==> src/rtl/rr_requester.sv <==
// rr_requester: per-client job queue front end for a round-robin arbiter.
// Each of the four clients keeps a pending-job counter and raises req while
// jobs are queued. A job completes after BEATS valid grant beats, which need
// not be consecutive. Protocol errors on gnt, dropped pushes and starvation
// are reported through sticky flags that clr_err clears.
module rr_requester #(
    parameter int CNT_W        = 4,
    parameter int BEATS        = 2,
    parameter int STARVE_LIMIT = 8
) (
    input  logic       clk,
    input  logic       rst_n,
    input  logic [3:0] push,
    input  logic [3:0] gnt,
    input  logic       clr_err,
    output logic [3:0] req,
    output logic [3:0] done,
    output logic [3:0] overflow,
    output logic [3:0] starve,
    output logic       err_multi,
    output logic       err_spur
);

    localparam int N      = 4;
    localparam int BEAT_W = (BEATS > 1) ? $clog2(BEATS) : 1;
    localparam int WAIT_W = $clog2(STARVE_LIMIT + 1);

    localparam logic [CNT_W-1:0]  PEND_MAX  = {CNT_W{1'b1}};
    localparam logic [BEAT_W-1:0] BEAT_LAST = BEAT_W'(BEATS - 1);
    localparam logic [WAIT_W-1:0] WAIT_MAX  = WAIT_W'(STARVE_LIMIT);

    // Registered state
    logic [N-1:0][CNT_W-1:0]  r_pending;
    logic [N-1:0][BEAT_W-1:0] r_beat;
    logic [N-1:0][WAIT_W-1:0] r_wait;
    logic [N-1:0]             r_done;
    logic [N-1:0]             r_overflow;
    logic [N-1:0]             r_starve;
    logic                     r_err_multi;
    logic                     r_err_spur;

    // Next-state and event wires
    logic [N-1:0]             w_req;
    logic                     w_multi;
    logic [N-1:0]             w_valid;
    logic [N-1:0]             w_fin;
    logic [N-1:0][CNT_W-1:0]  w_pending_nxt;
    logic [N-1:0][BEAT_W-1:0] w_beat_nxt;
    logic [N-1:0][WAIT_W-1:0] w_wait_nxt;
    logic [N-1:0]             w_ovf_ev;
    logic [N-1:0]             w_starve_ev;
    logic [N-1:0]             w_spur_ev;
    logic [N-1:0]             w_overflow_nxt;
    logic [N-1:0]             w_starve_nxt;
    logic                     w_err_multi_nxt;
    logic                     w_err_spur_nxt;

    // Request decode: purely from registered counters, never from push or gnt.
    always_comb begin
        w_req = '0;
        for (int i = 0; i < N; i++) begin
            w_req[i] = (r_pending[i] != '0);
        end
    end

    // Per-client beat, pending, wait and error-event computation.
    always_comb begin
        // A grant with more than one bit set counts no beats anywhere.
        w_multi        = ((gnt & (gnt - 4'd1)) != 4'd0);
        w_valid        = '0;
        w_fin          = '0;
        w_pending_nxt  = r_pending;
        w_beat_nxt     = r_beat;
        w_wait_nxt     = '0;
        w_ovf_ev       = '0;
        w_starve_ev    = '0;
        w_spur_ev      = '0;
        for (int i = 0; i < N; i++) begin
            w_valid[i]   = gnt[i] & w_req[i] & ~w_multi;
            w_fin[i]     = w_valid[i] & (r_beat[i] == BEAT_LAST);
            w_spur_ev[i] = gnt[i] & ~w_req[i];

            if (w_fin[i]) begin
                w_beat_nxt[i] = '0;
            end else if (w_valid[i]) begin
                w_beat_nxt[i] = r_beat[i] + BEAT_W'(1);
            end else begin
                w_beat_nxt[i] = r_beat[i];
            end

            // A push on a completing cycle takes the freed slot, even when full.
            if (push[i] && !w_fin[i]) begin
                if (r_pending[i] == PEND_MAX) begin
                    w_pending_nxt[i] = r_pending[i];
                    w_ovf_ev[i]      = 1'b1;
                end else begin
                    w_pending_nxt[i] = r_pending[i] + CNT_W'(1);
                end
            end else if (w_fin[i] && !push[i]) begin
                w_pending_nxt[i] = r_pending[i] - CNT_W'(1);
            end else begin
                w_pending_nxt[i] = r_pending[i];
            end

            if (w_req[i] && !gnt[i]) begin
                if (r_wait[i] == WAIT_MAX) begin
                    w_wait_nxt[i] = r_wait[i];
                end else begin
                    w_wait_nxt[i] = r_wait[i] + WAIT_W'(1);
                end
            end else begin
                w_wait_nxt[i] = '0;
            end

            // Starvation is flagged on the transition into the limit.
            w_starve_ev[i] = (w_wait_nxt[i] == WAIT_MAX) && (r_wait[i] != WAIT_MAX);
        end
    end

    // Sticky flag update: a new event wins over a simultaneous clear.
    always_comb begin
        w_overflow_nxt  = (r_overflow & {N{~clr_err}}) | w_ovf_ev;
        w_starve_nxt    = (r_starve & {N{~clr_err}}) | w_starve_ev;
        w_err_multi_nxt = (r_err_multi & ~clr_err) | w_multi;
        w_err_spur_nxt  = (r_err_spur & ~clr_err) | (|w_spur_ev);
    end

    // State register with asynchronous clear of all queued work and flags.
    always_ff @(posedge clk or negedge rst_n) begin
        if (!rst_n) begin
            r_pending   <= '0;
            r_beat      <= '0;
            r_wait      <= '0;
            r_done      <= '0;
            r_overflow  <= '0;
            r_starve    <= '0;
            r_err_multi <= 1'b0;
            r_err_spur  <= 1'b0;
        end else begin
            r_pending   <= w_pending_nxt;
            r_beat      <= w_beat_nxt;
            r_wait      <= w_wait_nxt;
            r_done      <= w_fin;
            r_overflow  <= w_overflow_nxt;
            r_starve    <= w_starve_nxt;
            r_err_multi <= w_err_multi_nxt;
            r_err_spur  <= w_err_spur_nxt;
        end
    end

    assign req       = w_req;
    assign done      = r_done;
    assign overflow  = r_overflow;
    assign starve    = r_starve;
    assign err_multi = r_err_multi;
    assign err_spur  = r_err_spur;

endmodule

==> config.mk <==
export PLATFORM = sky130hd
export DESIGN_NAME = rr_requester
export DESIGN_NICKNAME = d
export VERILOG_FILES = /design/src/rtl/rr_requester.sv
export SDC_FILE = /design/constraint.sdc
export NUM_CORES = 1
export LEC_CHECK = 0
export BUFFER_PORTS_ARGS = -buffer_cell sky130_fd_sc_hd__buf_2
export CORE_AREA = 8 8 101 94
export DETAILED_ROUTE_END_ITERATION = 10
export DIE_AREA = 0 0 109 102
export SLEW_MARGIN = 25
export SYNTH_ARGS = -nofsm -noshare
export SYNTH_HDL_FRONTEND = slang
export SYNTH_SLANG_ARGS = --single-unit
==> constraint.sdc <==
create_clock -name clk -period 3.4 [get_ports clk]
set_clock_uncertainty 0.1 [all_clocks]
set_input_delay 0.68 -clock clk [delete_from_list [all_inputs] [get_ports clk]]
set_output_delay 0.68 -clock clk [all_outputs]
set_load 0.01 [all_outputs]
# Word-level counts from Yosys, hierarchy flattened

Index checks and enable logic that the tools add are counted.

Register bits: 50
Bits of input ports: 11
Output and inout bits: 18
Word-level logic and storage cells: 167

Add/subtract/negate cells: 17
Eq/ne operators: 20
Multiplexer cells: 36
Bitwise operators: 31
Reductions and logical operators: 46

Operator list:

| operator              | count |
|---|---|
| $mux W4               | 20 |
| $eq A4 B4 Y1 const B  | 12 |
| $add A4 B1 Y4 const B | 8 |
| $reduce_bool A4 Y1    | 5 |
| $sub A4 B1 Y4 const B | 5 |
| $and A1 B1 Y1         | 18 |
| $logic_and A1 B1 Y1   | 16 |
| $mux W1               | 16 |
| $ne A4 B4 Y1 const B  | 4 |
| $reduce_bool A2 Y1    | 8 |
| $and A4 B4 Y4         | 3 |
| $logic_not A1 Y1      | 12 |
| $ne A2 B2 Y1 const B  | 4 |
| $or A4 B4 Y4          | 2 |
| $reduce_and A2 Y1     | 4 |
| $not A1 Y1            | 6 |
| $add A1 B1 Y1 const B | 4 |
| $reduce_or A4 Y1      | 1 |
| $or A1 B1 Y1          | 2 |

# Logic depth before layout (Yosys ltp)

Gate-level depths: netlist of run 1.

Depth after elaboration: 10
Gate-level depth with buffers: 9

# Worst setup path before layout of run 1

OpenSTA, ideal clock, no wires.

Path kind: input to register
From: input port gnt[2]
To: register r_pending[3] (netlist bit)
Setup time: 0.079 ns
Arrival time: 2.580 ns
Required time: 3.221 ns
Setup slack: 0.641 ns
Cell stages on the path: 9
Path buffers: 1
Cell sequence: buf_2 > nor4b_4 > nand3_4 > nand2_1 > ha_1 > and3_1 > or3_1 > mux2i_1 > xor2_1

Longest elaborated chain between the ends: 10
Elaborated cells on any way between the ends: 13
Those cells by class: add/sub (1); eq/ne (1); mux (1); bitwise (4); reduce/logical (6)

RTL lines:

| item                                                                       | RTL line | text |
|---|---|---|
| start, declared                                                            | 14       | `input logic [3:0] gnt,` |
| $sub A4 B1 Y4                                                              | 69       | `w_multi = ((gnt & (gnt - 4'd1)) != 4'd0);` |
| $and A4 B4 Y4 *                                                            | 69       |  |
| $reduce_bool A4 Y1 *                                                       | 69       |  |
| $not A1 Y1 *                                                               | 79       | `w_valid[i] = gnt[i] & w_req[i] & ~w_multi;` |
| $and A1 B1 Y1 *                                                            | 79       |  |
| $and A1 B1 Y1 *                                                            | 80       | `w_fin[i] = w_valid[i] & (r_beat[i] == BEAT_LAST);` |
| $logic_not A1 Y1                                                           | 92       | `if (push[i] && !w_fin[i]) begin` |
| $logic_and A1 B1 Y1                                                        | 92       |  |
| $ne A2 B2 Y1 (no source line) / $reduce_bool A2 Y1 (equally long branches) | --       |  |
| $reduce_and A2 Y1 (no source line)                                         | --       |  |
| end signal, assigned                                                       | 140      | `r_pending <= w_pending_nxt;` |
| end, declared                                                              | 33       | `logic [N-1:0][CNT_W-1:0] r_pending;` |

Mark *: on every way between the ends. The rest lies on a longest branch, timed or not.
A chain may end at the register's enable or synchronous reset.

# Final worst setup path of run 1

From: register r_pending[1] (netlist bit)
To: register r_pending[3] (netlist bit)

Longest elaborated chain between the ends: 8
Elaborated cells on any way between the ends: 16
Those cells by class: add/sub (2); eq/ne (2); mux (3); bitwise (3); reduce/logical (6)

RTL lines:

| item                                                                       | RTL line | text |
|---|---|---|
| $reduce_bool A4 Y1                                                         | 62       | `w_req[i] = (r_pending[i] != '0);` |
| $and A1 B1 Y1 (2 in series)                                                | 79       |  |
| $and A1 B1 Y1                                                              | 80       |  |
| $logic_not A1 Y1                                                           | 92       |  |
| $logic_and A1 B1 Y1                                                        | 92       |  |
| $ne A2 B2 Y1 (no source line) / $reduce_bool A2 Y1 (equally long branches) | --       |  |
| $reduce_and A2 Y1 (no source line)                                         | --       |  |

Several ways; a longest one is shown, not always the timed one. The select of a mux whose other input is x is not followed.

==> results of run 1 <==
## registers in the layout, summed over array words and instances (netlist names)
signal / count
r_pending: 16
err_spur: 1
done: 4
err_multi: 1
r_wait: 16
starve: 4
overflow: 4
r_beat: 4
## cells by family (layout without fill, tap and decap cells)
logic type                 after synthesis  in the layout  share of synthesized area [%]
AOI/OAI and AO/OA                       40             40                           11.2
adders and majority gates               21             21                           9.70
muxes                                   17             17                           5.81
and+or+nand+nor                         76             76                           19.8
xor gates and xnor gates                24             24                           7.03
DFF                                     50             50                           41.8
buffers and inverters                   30             63                           4.64
## cells in the final DEF, fill, tap and decap left out, drive strengths merged, types with 2 or more instances in the layout
cell type	synthesis	layout
nor4	4	4
fa	4	4
dfrtp	50	50
a31oi	3	3
and3	3	3
nor3	19	19
and4b	3	3
a21oi	4	4
xor2	7	7
inv	25	25
a22oi	5	5
a211oi	5	5
nor2	5	5
o311a	2	2
xnor2	17	17
a22o	3	3
o22a	2	2
o211ai	2	2
o2bb2ai	4	4
mux2	3	3
nand3	8	8
clkinv	1	2
buf	3	29
nand2	14	14
ha	16	16
and4	3	3
and2	4	4
a32o	2	2
nand4	3	3
nor3b	3	3
clkbuf	1	7
mux2i	14	14
nor4b	4	4
## worst max path at each step
stage,startpoint,to,slack (ns),cells after the start
3_5_place_dp,gnt[2],r_pending[11]$_DFFE_PN0P_,0.41,9
6_report,r_pending[1]$_DFFE_PN0P_,r_pending[3]$_DFFE_PN0P_,0.70,9
3_3_place_gp,gnt[0],r_pending[3]$_DFFE_PN0P_,0.44,9
5_1_grt,r_pending[0]$_DFFE_PN0P_,r_pending[3]$_DFFE_PN0P_,0.51,9
4_1_cts,r_pending[1]$_DFFE_PN0P_,r_pending[3]$_DFFE_PN0P_,0.67,9
2_1_floorplan,gnt[2],r_pending[3]$_DFFE_PN0P_,0.64,9
## area by class of cell
class | count | area (um^2)
Clock buffer | 7 | 86.3
Clock inverter | 1 | 5.00
Fill cell | 752 | 4480
Inverter | 26 | 97.6
Multi-Input combinational cell | 178 | 1600
Sequential cell | 50 | 1250
Tap cell | 99 | 124
Timing Repair Buffer | 29 | 148
## power by group
group	internal [mW]	switching, mW	total (mW)
Sequential	0.754	0.241	0.995
Clock	0.165	0.190	0.354
Combinational	0.381	0.361	0.741
## critical path, stage by stage (launching register included)
cell,delay (ns)
dfrtp_1,0.49
nor4_4,0.45
inv_2,0.12
nand3_4,0.16
nand2_1,0.14
ha_1,0.34
and3_1,0.20
or3_1,0.33
mux2i_1,0.15
xor2_1,0.16
## cell usage after synthesis (all sizes together), types with 2 or more instances
cell     number  area (um^2)
inv          25         93.8
a211oi        5         42.5
nor3b         3         22.5
and3          3         18.8
nand4         3         18.8
dfrtp        50         1250
xor2          7         61.3
xnor2        17          149
a32o          2         20.0
nor2          5         18.8
nand3         8         82.6
nor4b         4         95.1
ha           16          200
buf           3         27.5
and2          4         25.0
nand2        14         52.6
a22o          3         26.3
nor4          4         85.1
a22oi         5         47.5
o211ai        2         15.0
mux2i        14          140
nor3         19         95.1
mux2          3         33.8
and4b         3         30.0
o2bb2ai       4         35.0
a21oi         4         20.0
o311a         2         20.0
o22a          2         18.8
fa            4         80.1
and4          3         28.8
a31oi         3         18.8
## metal layers
layer / GRT usage (%) / vias to the layer above / share of wire, %
met5: 0 / - / 0
li1: - / 998 / -
met2: 17.7 / 19 / 48
met3: 2.46 / 4 / 2.7
met4: 3.79 / 0 / 1.1
met1: 14.3 / 977 / 48
==> impl_metrics.tcl, run 1 <==
set metrics [dict create \
    finalPower_mw 2.09 \
    hold_ws_ns 0.216 \
    core_area_um2 7800 \
    tritoncts "done" \
    fin_crit_sh_pct 79.5 \
    antennaDiodeCount 0 \
    setup_viol 0 \
    endpoint_kind "flip-flop" \
    design.portCount 29 \
    post_dp_cell_area_um2 3220 \
    tns_ns 0 \
    clkLatencyLatePin_ns 0.30 \
    synth_flop_cell "dfrtp_1" \
    via_per_inst 5.12 \
    ys_types 53 \
    grt_pass1_vias 2032 \
    slew_headroom_pct 69.9 \
    port_buffers 28 \
    ir_drop_v 0.000212 \
    status "finished clean" \
    grt_pass1_wl_um 9870 \
    syn_inst 258 \
    drv_slew 0 \
    max_freq_ghz 0.370 \
    cts_resized 0 \
    power_density_nw_per_um2 631 \
    dp_cells 382 \
    die_area_um2 11100 \
    hold_viol_final 0 \
    die_h_um 102 \
    initial_core_util_pct 38.4 \
    dp_hpwl_um 4370 \
    leakage_nw 1.52 \
    wire_per_inst_um 14.8 \
    crit_type "flip-flop to flip-flop" \
    cts_setup_buffers 0 \
    grt_setup_unrepaired "no" \
    hold_class "input port to asynchronous set/reset pin" \
    synth_edf_count 0 \
    setup_ws_ns 0.696 \
    track_usage_pct 11.0 \
    ys_async_sr_fraction_pct 100 \
    start_kind "flip-flop" \
    final_nets 321 \
    die_x_um 109 \
    rrSetupSlack_ns 0.70 \
    syn-cell-area_um2 2990 \
    r2r_start "r_pending[1]$_DFFE_PN0P_" \
    cts_hold_buf 0 \
    numCtsBuffers 5 \
    clock-sinks 50 \
    r2r_end "r_pending[3]$_DFFE_PN0P_" \
    cap_viol_max_count 0 \
    synth_seq_cells 50 \
    path_max_fanout 8 \
    syn_nets 289 \
    worstPathRequired_ns 3.52 \
    area_growth_pct 10.7 \
    worstMarginPinSlew_ns 0.448 \
    stdcell_area_um2 3310 \
    clkTransAtPathRegs_ns 0.09 \
    r2r_cells 9 \
    yosysWarnings 0 \
    grt-ovfl-total 0 \
    post-place-ws_ns 0.410 \
    fin_crit_ns 2.70 \
    fin_util_pct 42.5 \
    clk_path_buf_depth 2 \
    stdcell_count 390 \
    firstDrtPassIters 5 \
    root_buffer "clkbuf_8" \
    antenna_found_initial 0 \
    ant_nets 0 \
    dr_total_vias 1998 \
    ys_seq_area_share_pct 41.8 \
    drt_drc_violations_left 0 \
    globalplace.congestion 0.786 \
    rows 31 \
    drive_gt1_share_pct 20.6 \
    drtIter0Drc 46 \
    grt_max_degree 33 \
    drt_wl_total_um 5770 \
    postSynthAreaPerCell_um2 11.6 \
    htree_levels 2 \
    crit_arrival_ns 2.83 \
]
No activity file was read; power rests on OpenSTA's default activity.
==> inputs of run 2 (changes only) <==
--- a/config.mk
+++ b/config.mk
@@ -5,10 +5,11 @@
 export SDC_FILE = /design/constraint.sdc
 export NUM_CORES = 1
 export LEC_CHECK = 0
+export ABC_AREA = 1
 export BUFFER_PORTS_ARGS = -buffer_cell sky130_fd_sc_hd__buf_2
-export CORE_AREA = 8 8 101 94
+export CORE_AREA = 8 8 97 90
 export DETAILED_ROUTE_END_ITERATION = 10
-export DIE_AREA = 0 0 109 102
+export DIE_AREA = 0 0 105 98
 export SLEW_MARGIN = 25
 export SYNTH_ARGS = -nofsm -noshare
 export SYNTH_HDL_FRONTEND = slang
==> constraint.sdc (replaced) <==
create_clock -name clk -period 2.3 [get_ports clk]
set_clock_uncertainty 0.1 [all_clocks]
set_input_delay 0.46 -clock clk [delete_from_list [all_inputs] [get_ports clk]]
set_output_delay 0.46 -clock clk [all_outputs]
set_load 0.01 [all_outputs]
==> run 2 against run 1 <==
Fmax rose by 27%; highest routed layer unchanged; area after synthesis down 8.3%; sequential power is 46% higher; critical path depth rose by 3; hold slack got worse by 0.17 ns; register-to-register slack lost 0.52 ns; core utilization rose by 1.8 points; wire length fell by 0.80%; sequential share of layout area rose by 1.5 points.
==> impl_metrics.tcl, run 2 <==
set metrics [dict create \
    status "finished clean" \
    cts_setup_buffers 0 \
    track_usage_pct 12.0 \
    rows 30 \
    cap_viol_max_count 0 \
    cts_hold_buf 0 \
    ant_nets 0 \
    start_kind "flip-flop" \
    grt_pass1_vias 2262 \
    syn_inst 308 \
    numCtsBuffers 5 \
    drt_wl_total_um 5730 \
    switchingPower_mw 1.27 \
    antenna_found_initial 0 \
    ys_seq_area_share_pct 45.6 \
    layout_commonest_cell "nand2_1" \
    setup_ws_ns 0.173 \
    clock-sinks 50 \
    htree_levels 2 \
    die_area_um2 10300 \
    syn_nets 339 \
    tritoncts "done" \
    root_buffer "clkbuf_8" \
    synth.area.top_cells "dfrtp_1 46%, nand2_1 7.7%, ha_1 7.3%" \
    drive_gt1_share_pct 21.5 \
    synth_top_area_cell "dfrtp_1" \
    dp_hpwl_um 4420 \
    intPower_mw 1.92 \
    via_per_inst 4.79 \
    r2r_cells 12 \
    switching_share_pct 39.9 \
    design.portCount 29 \
    antennaDiodeCount 0 \
    grt_pass1_wl_um 10200 \
    clkTransAtPathRegs_ns 0.09 \
    yosysWarnings 0 \
    synth_commonest_cells "56 x nand2_1, 50 x dfrtp_1, 40 x inv_1" \
    ys_async_sr_fraction_pct 100 \
    p_comb_share_pct 38.7 \
    r2r_end "r_pending[15]$_DFFE_PN0P_" \
    tns_ns 0 \
    hold_ws_ns 0.0488 \
    synth.most_common_cell "nand2_1" \
    rrSetupSlack_ns 0.17 \
    hold_class "input port to asynchronous set/reset pin" \
    syn-cell-area_um2 2740 \
    leakage_nw 1.70 \
    synth_top_area_share_pct 45.6 \
    cts_resized 0 \
    grt-ovfl-total 0 \
    p_clk_share_pct 15.9 \
    drt_drc_violations_left 0 \
    reg_top3 "r_pending (16), r_wait (16)" \
    worstPathRequired_ns 2.40 \
    post-place-ws_ns 0.00933 \
    p_seq_share_pct 45.3 \
    initial_core_util_pct 38.1 \
    fin_crit_ns 2.13 \
    fin_util_pct 44.3 \
    max_freq_ghz 0.470 \
    crit_arrival_ns 2.23 \
    dr_total_vias 2155 \
    hold_viol_final 0 \
    clkLatencyLatePin_ns 0.30 \
    worstMarginPinSlew_ns 0.575 \
    wire_per_inst_um 12.7 \
    die_x_um 105 \
    die_h_um 98 \
    area_growth_pct 16.3 \
    firstDrtPassIters 4 \
    grt_setup_unrepaired "no" \
    ys_types 28 \
    r2r_start "r_pending[12]$_DFFE_PN0P_" \
    synth_flop_cell "dfrtp_1" \
    core_area_um2 7210 \
    final_nets 386 \
    slew_headroom_pct 61.7 \
    globalplace.congestion 0.823 \
    power_density_nw_per_um2 1000 \
    grt_max_degree 29 \
    endpoint_kind "flip-flop" \
    fin_crit_sh_pct 92.5 \
    crit_type "flip-flop to flip-flop" \
    clk_path_buf_depth 2 \
    synth_edf_count 0 \
    final_cell_mix "56 x nand2_1, 49 x dfrtp_1, 40 x inv_1, 28 x buf_2, 27 x nand3_1" \
    port_buffers 28 \
    drv_slew 0 \
    path_max_fanout 5 \
    setup_viol 0 \
    postSynthAreaPerCell_um2 8.91 \
    synth_seq_cells 50 \
    drtIter0Drc 59 \
    ir_drop_v 0.000422 \
]
## run 2: cell types whose count changed after synthesis, sizes merged, moves of 13 or more
cell | before | now
xnor2 | 17 | 2
nand2 | 14 | 66
nor2 | 5 | 26
nand3 | 8 | 35
a21oi | 4 | 17
nor3 | 19 | 1
inv | 25 | 43
mux2i | 14 | 0
## run 2: worst max-delay path: stages, from the launching register on
cell     delay [ns]
dfrtp_1        0.46
nor2_1         0.23
a21oi_2        0.10
nand3_2        0.08
nand2_2        0.08
ha_1           0.28
a21o_1         0.17
a21oi_1        0.19
inv_1          0.07
nand2_1        0.08
nand3_1        0.08
nand2_1        0.06
nand2_1        0.04
## run 2: cell families after synthesis
| family | synth area share, % |
|---|---|
| AND/OR/NAND/NOR | 26.1 |
| flip-flops | 45.6 |
| buffers and inverters | 6.29 |
| AO/OA/AOI/OAI | 7.34 |
| adder cells (fa/ha/maj) | 10.2 |
| XOR/XNOR | 4.47 |
## run 2: metal layers
metal / wire [um] / vias up / track usage (%)
met3: 253 / 4 / 2.90
met2: 2690 / 42 / 20.1
met5: 0 / - / 0
met4: 53 / 0 / 4.28
met1: 2730 / 1021 / 14.7
li1: - / 1088 / -
## run 2: final cells by class
cell class	count	area [um^2]
fill	740	4020
multi-input combinational	212	1320
sequential	50	1250
timing repair buffer	40	243
inverter	46	173
tap	96	120
clock buffer	6	82.6
## run 2: worst max path at each step
stage,to,slack [ns],startpoint,cells after the start
5_1_grt,r_pending[11]$_DFFE_PN0P_,0.02,r_pending[9]$_DFFE_PN0P_,12
4_1_cts,r_pending[15]$_DFFE_PN0P_,0.19,r_pending[12]$_DFFE_PN0P_,12
3_3_place_gp,r_pending[7]$_DFFE_PN0P_,0.06,gnt[0],14
3_5_place_dp,r_pending[7]$_DFFE_PN0P_,0.009,gnt[2],14
2_1_floorplan,r_pending[3]$_DFFE_PN0P_,0.25,r_pending[0]$_DFFE_PN0P_,12
6_report,r_pending[15]$_DFFE_PN0P_,0.17,r_pending[12]$_DFFE_PN0P_,12
## run 2: power groups by stage
stage	Combinational, mW	Clock (mW)	Sequential (mW)
final	1.24	0.508	1.45
after global routing	1.45	0.562	1.49
after CTS	1.25	0.534	1.44
after detailed placement	1.25	0	1.46
after global placement	1.20	0	1.45
after floorplan	0.916	0	1.40
## run 2: metrics by stage
stage / total power [mW] / instances / cell area (um^2)
2_1_floorplan: 2.32 / 308 / 2740
3_3_place_gp: 2.65 / 444 / 3110
3_5_place_dp: 2.70 / 444 / 3110
4_1_cts: 3.23 / 450 / 3190
5_1_grt: 3.51 / 450 / 3190
6_report: 3.19 / 450 / 3190
